$ cat src/rtl/truth_table_sweeper.sv
// Exhaustive stimulus/capture engine: steps a WIDTH-bit code through every value,
// holds each for DWELL clocks, and records the sampled 1-bit response as a truth table.
module truth_table_sweeper #(
  parameter int unsigned WIDTH = 5,
  parameter int unsigned DWELL = 20
) (
  input  logic                    clk,
  input  logic                    rst_n,
  input  logic                    start,
  input  logic                    y_in,
  output logic [WIDTH-1:0]        x_out,
  output logic                    busy,
  output logic                    done,
  output logic [(1<<WIDTH)-1:0]   truth_table,
  output logic [WIDTH:0]          ones_count
);

  localparam int unsigned CW = (DWELL > 1) ? $clog2(DWELL) : 1;
  localparam logic [CW-1:0]    CNT_LAST = CW'(DWELL - 1);
  localparam logic [WIDTH-1:0] X_LAST   = '1;

  typedef enum logic [1:0] {
    ST_IDLE,
    ST_DRIVE,
    ST_DONE
  } state_t;

  state_t                  r_state;
  logic [CW-1:0]           r_cnt;
  logic [WIDTH-1:0]        r_x;
  logic                    r_busy;
  logic                    r_done;
  logic [(1<<WIDTH)-1:0]   r_tt;
  logic [WIDTH:0]          r_ones;

  logic                    w_sample;

  // Sample only on the final dwell cycle so the function has DWELL-1 cycles to settle.
  assign w_sample = (r_cnt == CNT_LAST);

  always_ff @(posedge clk or negedge rst_n) begin
    if (!rst_n) begin
      r_state <= ST_IDLE;
      r_cnt   <= '0;
      r_x     <= '0;
      r_busy  <= 1'b0;
      r_done  <= 1'b0;
      r_tt    <= '0;
      r_ones  <= '0;
    end else begin
      case (r_state)
        ST_IDLE: begin
          r_done <= 1'b0;
          if (start) begin
            r_state <= ST_DRIVE;
            r_busy  <= 1'b1;
            r_cnt   <= '0;
            r_x     <= '0;
            r_tt    <= '0;
            r_ones  <= '0;
          end
        end
        ST_DRIVE: begin
          if (w_sample) begin
            r_tt[r_x] <= y_in;
            r_ones    <= r_ones + (WIDTH+1)'(y_in);
            r_cnt     <= '0;
            if (r_x == X_LAST) begin
              r_state <= ST_DONE;
              r_x     <= '0;
              r_busy  <= 1'b0;
              r_done  <= 1'b1;
            end else begin
              r_x <= r_x + 1'b1;
            end
          end else begin
            r_cnt <= r_cnt + 1'b1;
          end
        end
        ST_DONE: begin
          r_state <= ST_IDLE;
          r_done  <= 1'b0;
        end
        default: begin
          r_state <= ST_IDLE;
          r_busy  <= 1'b0;
          r_done  <= 1'b0;
        end
      endcase
    end
  end

  assign x_out       = r_x;
  assign busy        = r_busy;
  assign done        = r_done;
  assign truth_table = r_tt;
  assign ones_count  = r_ones;

endmodule

$ cat config.mk
export PLATFORM = sky130hd
export DESIGN_NAME = truth_table_sweeper
export DESIGN_NICKNAME = d
export VERILOG_FILES = /design/src/rtl/truth_table_sweeper.sv
export SDC_FILE = /design/constraint.sdc
export NUM_CORES = 1
export LEC_CHECK = 0
export BUFFER_PORTS_ARGS = -buffer_cell sky130_fd_sc_hd__buf_2
export CORE_ASPECT_RATIO = 1.4
export CORE_MARGIN = 10
export CORE_UTILIZATION = 30
export DETAILED_ROUTE_END_ITERATION = 7
export SLEW_MARGIN = 0
export SYNTH_ARGS = -nofsm -noshare
export SYNTH_HDL_FRONTEND = slang
export SYNTH_SLANG_ARGS = --single-unit
$ cat constraint.sdc
create_clock -name clk -period 2.3 [get_ports clk]
set_input_delay 0.23 -clock clk [delete_from_list [all_inputs] [get_ports clk]]
set_output_delay 0.23 -clock clk [all_outputs]
set_load 0.01 [all_outputs]
==> results.ini <==
[outcome]
outcome=finished, final reports clean

[clocking]
cts_made_buffers=5
clkSlewWorstSetupHoldPaths_ps=70
tritoncts=built
post-cts-setup-buffers=0
root_buffer=clkbuf_16
clk_path_buf_depth=2
clock_latency_ps=290
cts_max_level=2
post_cts_resize_count=0
clock-sinks=52
hold_buffers=0

[sta]
hold_ws_ps=39.8
period_needed_ps=1990
finalMaxSlewViolations=0
slew_headroom=0.469
setup_ws_ps=314
fin_crit_sh=0.863
hold_viol_final=0
fmax_mhz=504
rsz0062_at_grt=false
setup_viol=0
tns_ps=0
tightest_slew_ps=796
fin_skew_ps=6.95

[route]
drt_iter0_markers=136
drc_errors=0
viasPerCell=5.68
vias=2562
routedWlPerCell_um=17.8
first_pass_iters=4
routed_wl_mm=8.05
ant_nets=0

[place]
pre_cts_ws_ps=359
dpl.cell_count=443
place_area_sq_um=3150
gp_congestion=0.808
dp.final_hpwl_mm=5.63
io_buffers=48

[floorplan]
rows=41
fp.dieH_um=135
core_area_sq_um=9130
die-width_um=102
io_pins=49
die_area_sq_um=13800
initial_utilization=0.310

[worst_setup_path]
path_class=reg2reg
crit_fanout=23
cp-start-kind=flip-flop
crit_slowest_cell=dfrtp_1
cp.arrival_ps=2200
crit_required_ps=2510
crit_path_cell_trace=and3_1 > ha_1 > nor3b_1 > a31oi_1 > a31oi_1
max_stage_delay_ps=620
cp_common_cell=a31oi_1
cp-startpoint=x_out[2]$_DFFE_PN0P_
r2r-start=x_out[2]$_DFFE_PN0P_
cp-end-kind=flip-flop

[synth]
async_reset_ff_frac=1.00
syn_inst=309
synth_fp_nets=321
synth_cell_type_count=44
seq_area_frac_synth=0.459
syn_area_sq_um=2830
ys_dominant_reg_cell=dfrtp_1
synth-edff-count=0
synth_seq_cells=52
yosysWarnings=0
syn_area_per_cell_sq_um=9.17

[cells_and_area]
final_area_sq_um=3290
fin_cells=451
syn_to_final_growth_pct=16.2
fin_util=0.361
layout_commonest_cell=dfrtp_1
final_cell_mix=dfrtp_1, buf_2, nand2_1, nand4_1, o21ai_0
antenna_cells=0
drive_gt1_frac=0.206
final_nets=355

[power]
p_sw_frac=0.217
p_comb_frac=0.035
clock_power_share=0.437
power.density_nw_per_um2=534
power.leakage_nw=1.49
power_frac_seq=0.529
ir_drop_mv=0.251
power_switching_mw=0.380
internal-power_mw=1.38
power_mw=1.76

[worst_hold_path]
worst_hold_path_type=in2async

[grt]
grt_pass1_vias=2491
grtUsageTotal=0.121
overflow=0
grt_pass1_wl_mm=13.3
grt_max_degree=53
antenna_found_initial=0

[job]
max_cap_viol_count=0

cell usage after synthesis, drive strengths merged (2+ instances only):
library cell | n | share of area
ha | 8 | 0.035
a21oi | 4 | 0.0071
a22o | 5 | 0.015
and4 | 2 | 0.0062
nand2 | 35 | 0.046
and3 | 4 | 0.0088
o31ai | 2 | 0.0053
inv | 12 | 0.016
and3b | 4 | 0.012
nor3b | 5 | 0.013
clkbuf | 14 | 0.019
o21ai | 35 | 0.063
nand4 | 35 | 0.077
nor4 | 28 | 0.062
or3b | 4 | 0.012
nand3b | 6 | 0.016
dfrtp | 52 | 0.46
or4 | 2 | 0.0053
a31oi | 3 | 0.0066
nand2b | 4 | 0.0088
buf | 17 | 0.030
o221ai | 3 | 0.0093
nand3 | 7 | 0.012
path summary, 6_finish.rpt:
path | slack (ps) | depth (start not counted) | end
max | 310 | 5 | x_out[2]$_DFFE_PN0P_
min | 40 | 2 | done$_DFFE_PN0P_
max reg2reg | 310 | 5 | x_out[2]$_DFFE_PN0P_
min reg2reg | 500 | 1 | done$_DFFE_PN0P_
max in group asynchronous | 1780 | 2 | truth_table[19]$_DFFE_PN0P_
min in group clk | 300 | 3 | busy$_DFFE_PN0P_
worst max-delay path: cells and delay by family (launching register included):
family                     cells  cell delay (ps)
AOI/OAI and AO/OA              2              320
DFF                            1              620
adders and majority gates      1              200
and+or+nand+nor                2              780
state kept, by name, indices dropped and copies added (netlist names):
signal / count
truth_table: 32
ones_count: 6
r_cnt: 5
r_state: 2
busy: 1
done: 1
x_out: 5
metal layers:
metal / GRT usage / routed length, um / share of wire / vias up
met1: 0.149 / 3450 / 0.43 / 1253
met4: 0.0456 / 119 / 0.015 / 0
li1: - / - / - / 1227
met3: 0.0296 / 476 / 0.059 / 6
met2: 0.196 / 4000 / 0.50 / 76
met5: 0 / 0 / 0 / -
power groups by stage:
stage          Combinational (mW)  Sequential (mW)  Clock, mW
2_1_floorplan              0.0206            0.950          0
3_3_place_gp               0.0624            0.946          0
3_5_place_dp               0.0630            0.947          0
4_1_cts                    0.0638            0.929      0.787
5_1_grt                    0.0707            0.930      0.820
6_report                   0.0607            0.929      0.767
layout make-up:
type	instances	area, sq um
fill	972	5840
sequential	52	1300
inverter	12	45.0
timing repair buffer	58	315
clock buffer	8	146
multi-input combinational	214	1350
tap	107	134
kinds of logic (layout without fill, tap and decap cells):
kind of cell | count (synthesis) | count (layout) | synth area share
mux | 1 | 1 | 0.00353
xor+xnor | 1 | 1 | 0.00309
simple gates | 144 | 144 | 0.302
compound gates | 60 | 60 | 0.132
buf+inv | 43 | 78 | 0.0645
flops | 52 | 52 | 0.459
fa+ha+maj | 8 | 8 | 0.0353
No activity file was read; power rests on OpenSTA's default activity.
